<file path="src/rtl/ica_pkg.sv">
`default_nettype none
// ============================================================================
// Module  : ica_pkg
// Purpose : Shared definitions for the FastICA iteration sequencer. Holds the
//           default weight width, the default iteration limit, the size of a
//           4x4 weight bank and the sequencer state encoding.
// Ports   : none (package)
// Rev     : 1.0  initial release
// ============================================================================
package ica_pkg;

  localparam int ICA_DW       = 26;   // signed fixed-point weight width
  localparam int ICA_MAX_ITER = 100;  // default iteration limit
  localparam int ICA_NW       = 16;   // elements in a 4x4 matrix

  typedef enum logic [2:0] {
    ST_IDLE   = 3'd0,
    ST_UPD    = 3'd1,
    ST_LAUNCH = 3'd2,
    ST_ARM    = 3'd3,
    ST_WAIT   = 3'd4,
    ST_CHECK  = 3'd5,
    ST_DONE   = 3'd6
  } ica_state_e;

endpackage
`default_nettype wire

</file>
<file path="src/rtl/ica_wbank.sv">
`default_nettype none
// ============================================================================
// Module  : ica_wbank
// Purpose : 16 x DW weight register bank with a single load enable. Contents
//           clear on reset and otherwise hold until the next load.
// Ports   : clk_i  - clock, rising edge
//           rst_i  - asynchronous active-high reset
//           ld_i   - load enable, captures d_i on the clock edge
//           d_i    - 16 packed weights, element 0 = row1/col1 .. 15 = row4/col4
//           q_o    - registered bank contents, same ordering as d_i
// Rev     : 1.0  initial release
// ============================================================================
module ica_wbank
  import ica_pkg::*;
#(
  parameter int DW = ICA_DW
) (
  input  logic                        clk_i,
  input  logic                        rst_i,
  input  logic                        ld_i,
  input  logic [ICA_NW-1:0][DW-1:0]   d_i,
  output logic [ICA_NW-1:0][DW-1:0]   q_o
);

  logic [ICA_NW-1:0][DW-1:0] bank_q;

  always_ff @(posedge clk_i or posedge rst_i) begin
    if (rst_i) begin
      bank_q <= '0;
    end else if (ld_i) begin
      bank_q <= d_i;
    end
  end

  assign q_o = bank_q;

endmodule
`default_nettype wire

</file>
<file path="src/rtl/ica_iter_ctrl.sv">
`default_nettype none
// ============================================================================
// Module  : ica_iter_ctrl
// Purpose : FastICA iteration sequencer. Starts a weight update, latches the
//           new matrix, launches the error/convergence stage, samples the
//           verdict and either iterates again or retires the final matrix.
// Ports   : clk_iter, rst_iter         - clock / async active-high reset
//           start, abort               - solve request / synchronous abort
//           upd_start, upd_done        - update-stage handshake
//           w_new11..w_new44           - updated weights (valid with upd_done)
//           wn11..wn44                 - latched weights to the error stage
//           en_error, error_busy       - error-stage launch / busy
//           isConverge, w11..w44       - error-stage verdict and w_ica
//           w_out11..w_out44           - final unmixing matrix
//           ica_busy, done             - activity flag / completion pulse
//           converged, timeout         - sticky end-of-solve reasons
//           iter_count                 - completed iterations
// Rev     : 1.0  initial release
// ============================================================================
module ica_iter_ctrl
  import ica_pkg::*;
#(
  parameter int DW       = ICA_DW,
  parameter int MAX_ITER = ICA_MAX_ITER,
  parameter int CNT_W    = 8
) (
  input  logic                    clk_iter,
  input  logic                    rst_iter,
  input  logic                    start,
  input  logic                    abort,
  output logic                    upd_start,
  input  logic                    upd_done,
  input  logic signed [DW-1:0]    w_new11, w_new12, w_new13, w_new14,
  input  logic signed [DW-1:0]    w_new21, w_new22, w_new23, w_new24,
  input  logic signed [DW-1:0]    w_new31, w_new32, w_new33, w_new34,
  input  logic signed [DW-1:0]    w_new41, w_new42, w_new43, w_new44,
  output logic signed [DW-1:0]    wn11, wn12, wn13, wn14,
  output logic signed [DW-1:0]    wn21, wn22, wn23, wn24,
  output logic signed [DW-1:0]    wn31, wn32, wn33, wn34,
  output logic signed [DW-1:0]    wn41, wn42, wn43, wn44,
  output logic                    en_error,
  input  logic                    error_busy,
  input  logic                    isConverge,
  input  logic signed [DW-1:0]    w11, w12, w13, w14,
  input  logic signed [DW-1:0]    w21, w22, w23, w24,
  input  logic signed [DW-1:0]    w31, w32, w33, w34,
  input  logic signed [DW-1:0]    w41, w42, w43, w44,
  output logic signed [DW-1:0]    w_out11, w_out12, w_out13, w_out14,
  output logic signed [DW-1:0]    w_out21, w_out22, w_out23, w_out24,
  output logic signed [DW-1:0]    w_out31, w_out32, w_out33, w_out34,
  output logic signed [DW-1:0]    w_out41, w_out42, w_out43, w_out44,
  output logic                    ica_busy,
  output logic                    done,
  output logic                    converged,
  output logic                    timeout,
  output logic [CNT_W-1:0]        iter_count
);

  localparam logic [CNT_W-1:0] LAST_ITER = CNT_W'(MAX_ITER - 1);

  ica_state_e       state_q, state_d;
  logic [CNT_W-1:0] iter_q, iter_d;
  logic             conv_q, conv_d;
  logic             tout_q, tout_d;
  logic             verdict_q, verdict_d;
  logic             upd_start_q, upd_start_d;
  logic             en_error_q, en_error_d;
  logic             done_q, done_d;
  logic             busy_q, busy_d;
  logic             ld_wn, ld_wout;

  logic [ICA_NW-1:0][DW-1:0] w_new_pk, w_ica_pk, wn_pk, wout_pk;

  // Element 0 is row1/col1, element 15 is row4/col4.
  assign w_new_pk = {w_new44, w_new43, w_new42, w_new41, w_new34, w_new33, w_new32, w_new31,
                     w_new24, w_new23, w_new22, w_new21, w_new14, w_new13, w_new12, w_new11};
  assign w_ica_pk = {w44, w43, w42, w41, w34, w33, w32, w31,
                     w24, w23, w22, w21, w14, w13, w12, w11};

  always_ff @(posedge clk_iter or posedge rst_iter) begin
    if (rst_iter) begin
      state_q     <= ST_IDLE;
      iter_q      <= '0;
      conv_q      <= 1'b0;
      tout_q      <= 1'b0;
      verdict_q   <= 1'b0;
      upd_start_q <= 1'b0;
      en_error_q  <= 1'b0;
      done_q      <= 1'b0;
      busy_q      <= 1'b0;
    end else begin
      state_q     <= state_d;
      iter_q      <= iter_d;
      conv_q      <= conv_d;
      tout_q      <= tout_d;
      verdict_q   <= verdict_d;
      upd_start_q <= upd_start_d;
      en_error_q  <= en_error_d;
      done_q      <= done_d;
      busy_q      <= busy_d;
    end
  end

  always_comb begin
    state_d   = state_q;
    iter_d    = iter_q;
    conv_d    = conv_q;
    tout_d    = tout_q;
    verdict_d = verdict_q;
    ld_wn     = 1'b0;
    ld_wout   = 1'b0;

    if (abort) begin
      // Abort wins over everything, including a same-cycle upd_done.
      state_d = ST_IDLE;
    end else begin
      unique case (state_q)
        ST_IDLE: begin
          if (start) begin
            state_d = ST_UPD;
            iter_d  = '0;
            conv_d  = 1'b0;
            tout_d  = 1'b0;
          end
        end
        ST_UPD: begin
          if (upd_done) begin
            state_d = ST_LAUNCH;
            ld_wn   = 1'b1;
          end
        end
        ST_LAUNCH: state_d = ST_ARM;
        // Guard cycle: the error stage needs one cycle to raise busy.
        ST_ARM:    state_d = ST_WAIT;
        ST_WAIT: begin
          if (!error_busy) begin
            state_d   = ST_CHECK;
            // The verdict is only guaranteed as busy drops, so hold it here.
            verdict_d = isConverge;
          end
        end
        ST_CHECK: begin
          iter_d = iter_q + CNT_W'(1);
          if (verdict_q) begin
            ld_wout = 1'b1;
            conv_d  = 1'b1;
            state_d = ST_DONE;
          end else if (iter_q == LAST_ITER) begin
            ld_wout = 1'b1;
            tout_d  = 1'b1;
            state_d = ST_DONE;
          end else begin
            state_d = ST_UPD;
          end
        end
        ST_DONE: state_d = ST_IDLE;
        default: state_d = ST_IDLE;
      endcase
    end

    // Outputs are registered versions of the state being entered, so each
    // pulse lines up with the first cycle of its state.
    upd_start_d = (state_d == ST_UPD) && (state_q != ST_UPD);
    en_error_d  = (state_d == ST_LAUNCH);
    done_d      = (state_d == ST_DONE);
    busy_d      = (state_d != ST_IDLE) && (state_d != ST_DONE);
  end

  ica_wbank #(.DW(DW)) u_wn_bank (
    .clk_i (clk_iter),
    .rst_i (rst_iter),
    .ld_i  (ld_wn),
    .d_i   (w_new_pk),
    .q_o   (wn_pk)
  );

  ica_wbank #(.DW(DW)) u_wout_bank (
    .clk_i (clk_iter),
    .rst_i (rst_iter),
    .ld_i  (ld_wout),
    .d_i   (w_ica_pk),
    .q_o   (wout_pk)
  );

  assign {wn44, wn43, wn42, wn41, wn34, wn33, wn32, wn31,
          wn24, wn23, wn22, wn21, wn14, wn13, wn12, wn11} = wn_pk;
  assign {w_out44, w_out43, w_out42, w_out41, w_out34, w_out33, w_out32, w_out31,
          w_out24, w_out23, w_out22, w_out21, w_out14, w_out13, w_out12, w_out11} = wout_pk;

  assign upd_start  = upd_start_q;
  assign en_error   = en_error_q;
  assign done       = done_q;
  assign ica_busy   = busy_q;
  assign converged  = conv_q;
  assign timeout    = tout_q;
  assign iter_count = iter_q;

endmodule
`default_nettype wire

</file>
<file path="config.mk">
export PLATFORM = sky130hd
export DESIGN_NAME = ica_iter_ctrl
export DESIGN_NICKNAME = d
export VERILOG_FILES = /design/src/rtl/ica_pkg.sv /design/src/rtl/ica_wbank.sv /design/src/rtl/ica_iter_ctrl.sv
export SDC_FILE = /design/constraint.sdc
export NUM_CORES = 1
export LEC_CHECK = 0
export BUFFER_PORTS_ARGS = -buffer_cell sky130_fd_sc_hd__buf_2
export CORE_AREA = 2 2 650 652
export CTS_CLUSTER_SIZE = 20
export DETAILED_ROUTE_END_ITERATION = 8
export DIE_AREA = 0 0 652 654
export SLEW_MARGIN = 20
export SYNTH_ARGS = -nofsm -noshare
export SYNTH_HDL_FRONTEND = slang
export SYNTH_SLANG_ARGS = --single-unit
</file>
<file path="constraint.sdc">
create_clock -name clk_iter -period 41.2 [get_ports clk_iter]
set_input_delay 8.24 -clock clk_iter [delete_from_list [all_inputs] [get_ports clk_iter]]
set_output_delay 8.24 -clock clk_iter [all_outputs]
set_load 0.03 [all_outputs]
</file>
Word-level counts from Yosys, hierarchy flattened --
Cells that the tools add are included. W data, S select, Z words.
Operators by class: bitwise gates (word level) 2, reduce and logical (&&, ||, !) cells 9, add/sub/neg operators 1, muxes and demuxes 22, equality and inequality tests 15
Operators with widths (number):
- $mux W3 | 6
- $pmux W3 S6 | 1
- $pmux W8 S2 | 1
- $mux W1 | 11
- $eq A3 B2 Y1 const B | 3
- $eq A3 B3 Y1 const B | 3
- $add A8 B1 Y8 const B | 1
- $eq A8 B7 Y1 const B | 1
- $mux W8 | 1
- $ne A2 B2 Y1 const B | 4
- $eq A3 B1 Y1 const B | 2
- $reduce_and A3 Y1 | 2
- $reduce_and A5 Y1 | 1
- $pmux W1 S2 | 2
- $reduce_and A4 Y1 | 1
- $logic_not A3 Y1 | 1
- $ne A3 B1 Y1 const B | 1
- $ne A3 B3 Y1 const B | 1
- $reduce_bool A3 Y1 | 1
- $logic_and A1 B1 Y1 | 2
- $not A1 Y1 | 2
- $reduce_bool A2 Y1 | 1
Word-level totals: input port bits 839, word-level logic and storage cells 90, register bits after elaboration 850, output and inout bits 846

Longest topological paths before layout --
Gate-level depths: netlist (run 1).
depth in word-level cells 7, gate-level depth with buffers 9, mapped depth without buffers 5

By module --
From an unflattened synthesis (run 1), not the netlist that was laid out.
Unflattened totals: cell total of the unflattened synthesis 1851, area, all modules 33574.7 µm²
By module, submodules not included:
- ica_wbank | cells each 879, area an instance 16316.9 µm², seq. area each 10410.0 µm², instances 2
- ica_iter_ctrl | cells each 93, area an instance 940.9 µm², seq. area each 450.4 µm², instances 1

Worst setup path after synthesis (run 1) --
Ideal clock, no wire load.
path type input-to-reg, start point in abort, end point reg u_wn_bank.bank_q, in the netlist u_wn_bank.q_o[0], data required time 41.075 ns, path buffers 4, stages 7, slack 31.579 ns, arrival 9.496 ns, library setup time 0.125 ns, cell sequence nor2_2 -> and3_1 -> buf_2 -> buf_4 -> buf_6 -> buf_4 -> mux2_2
On the way: longest elaborated chain between the ends 1
RTL lines:
- from (decl) | line ica_iter_ctrl.sv:30 | input logic abort,
- $mux W1 | line ica_iter_ctrl.sv:113 | if (abort) begin
- to (signal assigned) | line ica_wbank.sv:31 | bank_q <= d_i;
- to (decl) | line ica_wbank.sv:25 | logic [ICA_NW-1:0][DW-1:0] bank_q;
No other way between the ends. A chain may end at the register's enable or synchronous reset.

Final worst setup path (run 1) --
start point in abort, end point reg u_wn_bank.bank_q, in the netlist u_wn_bank.q_o[136]
The elaborated chain is that of the path after synthesis.

==> results of run 1 <==
[report_power, final]
group / internal (µW) / switching, µW / total [µW] / leakage [µW]
Combinational: 288 / 1000 / 1290 / 0.0116
Sequential: 1020 / 104 / 1120 / 0.0110
Clock: 641 / 460 / 1100 / 0.00197
Total: 1950 / 1570 / 3520 / 0.0245
[cells by family (layout without fill, tap and decap cells)]
logic type      Yosys count  count (layout)  share of synthesized area
other cells               0              95                          0
xor+xnor                  3               3                  0.0008232
mux                     832             832                     0.2947
fa+ha+maj                 1               1                  0.0003919
simple gates             39              39                   0.006624
compound gates           25              25                   0.005291
flops                   850             850                     0.6663
buf+inv                 101            1934                    0.02591
[layout by cell type, fill, tap and decap left out, types with 2 or more instances in the layout]
cell type	instances
mux2_4	10
inv_8	2
o21ai_0	3
or4_1	2
o21a_1	2
nand2_1	6
and2_1	2
o211ai_1	2
clkbuf_8	26
clkinv_16	2
nor3_1	6
dfrtp_1	850
buf_12	2
clkbuf_16	121
bufinv_16	9
or3_1	2
clkinv_4	10
mux2_2	708
xor2_1	3
a21oi_1	8
buf_4	27
clkinv_2	14
inv_1	3
diode_2	95
nand3_1	4
buf_2	1684
clkbuf_1	21
nor2_1	8
inv_6	4
mux2_1	114
clkinvlp_4	8
[state kept, by name, indices dropped and copies added, names as in the netlist]
| register | flops |
|---|---|
| u_wn_bank.q_o | 416 |
| u_wout_bank.q_o | 416 |
| iter_count | 8 |
| state_q | 3 |
| converged | 1 |
| done | 1 |
| en_error | 1 |
| ica_busy | 1 |
| timeout | 1 |
| upd_start | 1 |
| verdict_q | 1 |
[worst min path at each step]
stage | to | slack, ps | cells after the start
2_1_floorplan | timeout$_DFFE_PP0P_ | 560 | 2
3_3_place_gp | u_wout_bank.q_o[119]$_DFFE_PP0P_ | 460 | 1
3_5_place_dp | u_wout_bank.q_o[122]$_DFFE_PP0P_ | 470 | 1
4_1_cts | u_wout_bank.q_o[27]$_DFFE_PP0P_ | 480 | 1
5_1_grt | u_wout_bank.q_o[35]$_DFFE_PP0P_ | 490 | 1
6_report | u_wout_bank.q_o[122]$_DFFE_PP0P_ | 480 | 1
[worst max-delay path, cell delays in order]
cell and delay, ps:
buf_2 140, nor2_2 300, and3_4 560, buf_4 610, buf_4 630, buf_4 670
buf_4 650, buf_4 860, mux2_2 430
[per-stage QoR]
| step | cells | setup slack [ps] |
|---|---|---|
| 4_1_cts | 9203 | 28600 |
| 2_1_floorplan | 1851 | 9077 |
| 6_report | 9299 | 28600 |
| 3_5_place_dp | 8987 | 27640 |
| 3_3_place_gp | 8987 | 27660 |
| 5_1_grt | 9267 | 28260 |
[cell type report]
| type | count | area (µm²) | share of cell area |
|---|---|---|---|
| tap | 5520 | 6907 | 0.1354 |
| clock buffer | 168 | 3465 | 0.06791 |
| inverter | 4 | 22.52 | 0.0004415 |
| multi-input combinational | 900 | 9836 | 0.1928 |
| antenna | 95 | 237.7 | 0.004660 |
| timing repair buffer | 1714 | 8682 | 0.1702 |
| clock inverter | 48 | 594.3 | 0.01165 |
| sequential | 850 | 21270 | 0.4170 |
[per-layer routing]
| layer | GRT usage | vias to the layer above |
|---|---|---|
| met4 | 0.04016 | 114 |
| met1 | 0.1325 | 12750 |
| met5 | 0 | - |
| li1 | - | 10220 |
| met3 | 0.1282 | 935 |
| met2 | 0.2631 | 2009 |
==> run_results.csv, run 1 <==
group,metric,value,unit
min_path,hp-start,"u_wout_bank.q_o[122]$_DFFE_PP0P_",
floorplanning,ioPinCount,1685,
clock_network,cts_resized,0,
logic_synthesis,yosys-top-cells-count,"dfrtp_1 (850), mux2_2 (708), mux2_1 (114)",
power,fin_total_pwr,3517,µW
power,p_leak,0.02452,µW
clock_network,hold_buffers,0,
clock_network,cts_setup_buffers,0,
setup_path,startpoint,"abort",
run,max_cap_viol_count,0,
clock_network,cts_root_buffer,"clkbuf_16",
logic_synthesis,yosysTopAreaCellShare,0.6663,
placement,place_congestion,0.9324,
sta,clock_skew,86.26,ps
final_layout,fillerInstances,47700,
clock_network,clk_pin_slew,60,ps
final_layout,finalInstanceArea,51010,µm²
routing,wl_met2,162600,µm
setup_path,worst-path-max-fanout,71,
outcome,status,"completed",
logic_synthesis,synth.distinct_cells,41,
min_path,hp-class,"reg2reg",
logic_synthesis,synth_nets,2691,
floorplanning,fp.dieH,654,µm
setup_path,critPathLaunchType,"input port",
final_layout,final_util,0.1217,
setup_path,rr_endpoint,"u_wn_bank.q_o[136]$_DFFE_PP0P_",
logic_synthesis,syn_inst,1851,
grt,track_usage,0.1525,
routing,vias,26020,
clock_network,clockBufferDepth,4,
final_layout,nNetsFinal,4430,
routing,route.detailed.drc,0,
clock_network,cts_tree,"built",
setup_path,worstPathArrival,13310,ps
routing,dr.first_iter.drc_count,1616,
power,powerDensity,68.94,nW/µm²
clock_network,worstSkewPairLatency,900,ps
routing,drt_wl_total,337600,µm
grt,grt_overflow_total,0,
sta,setup_viol,0,
floorplanning,die_area,426400,µm²
logic_synthesis,yosys_warnings,0,
placement,io_buffers,1684,
clock_network,cts_max_level,3,
power,ir_drop,0.04004,mV
routing,drt-vias-per-instance,2.798,
setup_path,critPathCaptureType,"register",
logic_synthesis,synth-edff-count,0,
routing,dr.pass1.iters,5,
grt,grt_pass1_vias,24800,
logic_synthesis,syn_area_per_cell,17.25,µm²
placement,placed_area,46690,µm²
setup_path,regToRegSetupSlack,35570,ps
setup_path,crit_type,"in2reg",
floorplanning,die_w,652,µm
floorplanning,rows,238,
logic_synthesis,synth_top_area_cell,"dfrtp_1",
routing,ant_nets,0,
sta,rsz0062_at_grt,"no",
floorplanning,coreArea,419300,µm²
setup_path,r2r-start,"state_q[1]$_DFF_PP0_",
logic_synthesis,synth_area,31920,µm²
logic_synthesis,yosysSeqAreaShare,0.6663,
setup_path,rr_worst_depth,8,
setup_path,crit_required,41910,ps
sta,slew_viol_final,0,
logic_synthesis,async_flop_share,1.000,
setup_path,cp-endpoint,"u_wn_bank.q_o[136]$_DFFE_PP0P_",
sta,tightest_slew,1042,ps
logic_synthesis,synth_ff_type,"dfrtp_1",
sta,fin_setup_tns,0,ps
final_layout,drive_gt1_frac,0.7150,
sta,holdWs,477.0,ps
sta,timing.final.crit_share,0.3058,
grt,grt_antenna_before_repair,448,
routing,highest_layer,"met5",
clock_network,numCtsBuffers,120,
sta,hold_viol,0,
sta,slew_headroom,0.3052,
sta,max_freq,0.07937,GHz
placement,hpwlAfterDp,303300,µm
floorplanning,floorplan.initialDensity,0.07614,
logic_synthesis,ys_top_cells_by_area,"dfrtp_1 (67%), mux2_2 (25%), mux2_1 (4.0%), buf_4 (1.1%), buf_6 (0.56%)",
routing,detail_route.wl_per_cell,36.30,µm
grt,grt_max_degree,142,
final_layout,syn2layout_area_growth,59.80,%
routing,wl_met3,63040,µm
logic_synthesis,ys_ff_latch,850,
logic_synthesis,yosysMostFrequentCell,"dfrtp_1",
grt,grt_pass1_wl,391200,µm
clock_network,cts.sinks,850,
sta,finalCriticalPeriod,12600,ps
routing,wl_met1,98760,µm
No activity file was read; power rests on OpenSTA's default activity.
==> inputs of run 2 (changes only) <==
==> constraint.sdc (replaced) <==
create_clock -name clk_iter -period 12.2 [get_ports clk_iter]
set_input_delay 2.44 -clock clk_iter [delete_from_list [all_inputs] [get_ports clk_iter]]
set_output_delay 2.44 -clock clk_iter [all_outputs]
set_load 0.03 [all_outputs]
==> run 2 against run 1 <==
  * Clock power grew to 3.4 times the previous value
  * Final cell count is essentially flat
  * Critical path depth shrank 1
  * Setup slack lost 21000 ps
  * Highest routed layer unchanged
  * Non-clock buffer count shrank 7
  * Largest cell class unchanged
  * Total power grew to 3.4 times the previous value
  * Hold slack lost 2.4 ps
  * Final area is essentially flat
  * Die area is the same
  * Core utilization is essentially flat
  * Critical path type unchanged
==> run_results.csv, run 2 (synthesis results as in run 1) <==
group,metric,value,unit
clock_network,cts_setup_buffers,0,
power,pwr-share-comb,0.359,
final_layout,nNetsFinal,4422,
floorplanning,fp.dieH,654,µm
clock_network,cts_max_level,3,
sta,timing.final.crit_share,0.4083,
run,max_cap_viol_count,0,
outcome,status,"completed",
sta,rsz0062_at_grt,"no",
final_layout,final_cells,9297,
sta,tightest_slew,1099,ps
final_layout,final_common_cell,"buf_2",
floorplanning,rows,238,
clock_network,worstSkewPairLatency,920,ps
min_path,hp-class,"reg2reg",
routing,dr.pass1.iters,4,
final_layout,syn2layout_area_growth,59.88,%
power,clkPwrFrac,0.318,
floorplanning,coreArea,419300,µm²
final_layout,drive_gt1_frac,0.7151,
setup_path,critPathLaunchType,"input port",
setup_path,worstPathArrival,5710,ps
clock_network,hold_buffers,0,
power,sw_frac_of_total,0.4375,
floorplanning,die_w,652,µm
grt,grt_max_degree,146,
grt,grt_pass1_wl,363700,µm
floorplanning,ioPinCount,1685,
clock_network,clk_pin_slew,50,ps
clock_network,cts.sinks,850,
grt,grt_antenna_before_repair,424,
power,ir_drop,0.1346,mV
clock_network,numCtsBuffers,119,
routing,drt_wl_total,311900,µm
sta,slew_viol_final,0,
setup_path,crit_required,12920,ps
routing,highest_layer,"met5",
routing,wl_met2,149600,µm
setup_path,rr_worst_depth,8,
routing,detail_route.wl_per_cell,33.55,µm
routing,ant_nets,0,
min_path,hold_path_depth,1,
placement,dp_cells,8981,
sta,finalCriticalPeriod,4981,ps
placement,place_congestion,0.9082,
routing,wl_met1,95630,µm
placement,io_buffers,1684,
routing,route.detailed.drc,0,
sta,clock_skew,106.1,ps
final_layout,fillerInstances,47690,
routing,vias,25800,
power,p_leak,0.02451,µW
clock_network,cts_tree,"built",
final_layout,finalInstanceArea,51040,µm²
placement,placed_area,46710,µm²
clock_network,cts_root_buffer,"clkbuf_16",
power,pwr-share-seq,0.322,
grt,grt_pass1_vias,24560,
routing,drt-vias-per-instance,2.775,
final_layout,final_cell_mix,"buf_2 (1684), dfrtp_1 (850), mux2_2 (708)",
power,powerDensity,230.9,nW/µm²
power,switchingPower,5155,µW
floorplanning,die_area,426400,µm²
placement,hpwlAfterDp,278600,µm
power,p_int,6627,µW
sta,hold_viol,0,
sta,setup_viol,0,
sta,max_freq,0.2007,GHz
clock_network,cts_resized,0,
floorplanning,floorplan.initialDensity,0.07614,
setup_path,worst-path-max-fanout,58,
grt,grt_overflow_total,0,
setup_path,critPathCaptureType,"register",
routing,dr.first_iter.drc_count,1487,
setup_path,crit_type,"in2reg",
grt,track_usage,0.1405,
sta,slew_headroom,0.2676,
routing,wl_met3,54090,µm
clock_network,clockBufferDepth,4,
-- run 2: cell count changes in the layout (fill, tap and decap cells not counted), sizes merged --
cell,before,now
diode,95,99
inv,9,19
clkinv,26,20
clkinvlp,8,9
bufinv,9,13
buf,1714,1707
clkbuf,168,160
-- run 2: metrics by stage --
stage | hold WS, ps | setup TNS, ps | total power, µW | utilization | setup WS (ps)
floorplan | 560.7 | -1632090 | 5678 | - | -1920
global placement | 464.1 | 0 | 8155 | 0.1114 | 6213
detailed placement | 469.2 | 0 | 8187 | 0.1114 | 6181
CTS | 481.1 | 0 | 12060 | 0.1211 | 7147
global route | 491.8 | 0 | 12330 | 0.1216 | 6935
finish | 474.6 | 0 | 11780 | 0.1217 | 7219
-- run 2: worst max-delay path, stage by stage --
cell and delay [ps]:
buf_2 140, nor2_2 280, nand2_2 160, nor2_4 160, buf_4 490, buf_4 810, buf_4 670, mux2_1 380
-- run 2: layout make-up --
cell class | count | area, µm² | share of cell area
repair buffers | 1707 | 8676 | 0.1700
inverters | 4 | 18.77 | 0.0003677
clock buffers | 160 | 3352 | 0.06567
diodes | 99 | 247.7 | 0.004854
flip-flops and latches | 850 | 21270 | 0.4167
multi-input cells | 900 | 9836 | 0.1927
well taps | 5520 | 6907 | 0.1353
clock inverters | 57 | 732.0 | 0.01434
-- run 2: worst paths after layout --
check	start	to	slack (ps)
setup / recovery	abort	u_wout_bank.q_o[69]$_DFFE_PP0P_	7220
hold / removal	u_wout_bank.q_o[93]$_DFFE_PP0P_	u_wout_bank.q_o[93]$_DFFE_PP0P_	470
setup reg to reg	iter_count[0]$_DFFE_PP0P_	u_wout_bank.q_o[69]$_DFFE_PP0P_	8130
hold reg to reg	u_wout_bank.q_o[93]$_DFFE_PP0P_	u_wout_bank.q_o[93]$_DFFE_PP0P_	470
max in group asynchronous	rst_iter	u_wn_bank.q_o[137]$_DFFE_PP0P_	7620
min in group asynchronous	rst_iter	u_wn_bank.q_o[70]$_DFFE_PP0P_	1720
-- run 2: routing by layer --
metal	vias to the layer above	global-route usage
met4	112	0.03581
met5	-	0
met3	921	0.1071
met2	2015	0.2419
li1	10210	-
met1	12540	0.1297
-- run 2: power by group through the flow --
stage          clock [µW]  combinational (µW)  sequential, µW
2_1_floorplan           0                 617            5060
3_3_place_gp            0                4340            3820
3_5_place_dp            0                4340            3850
4_1_cts              3910                4350            3800
5_1_grt              4010                4440            3880
6_report             3750                4230            3800
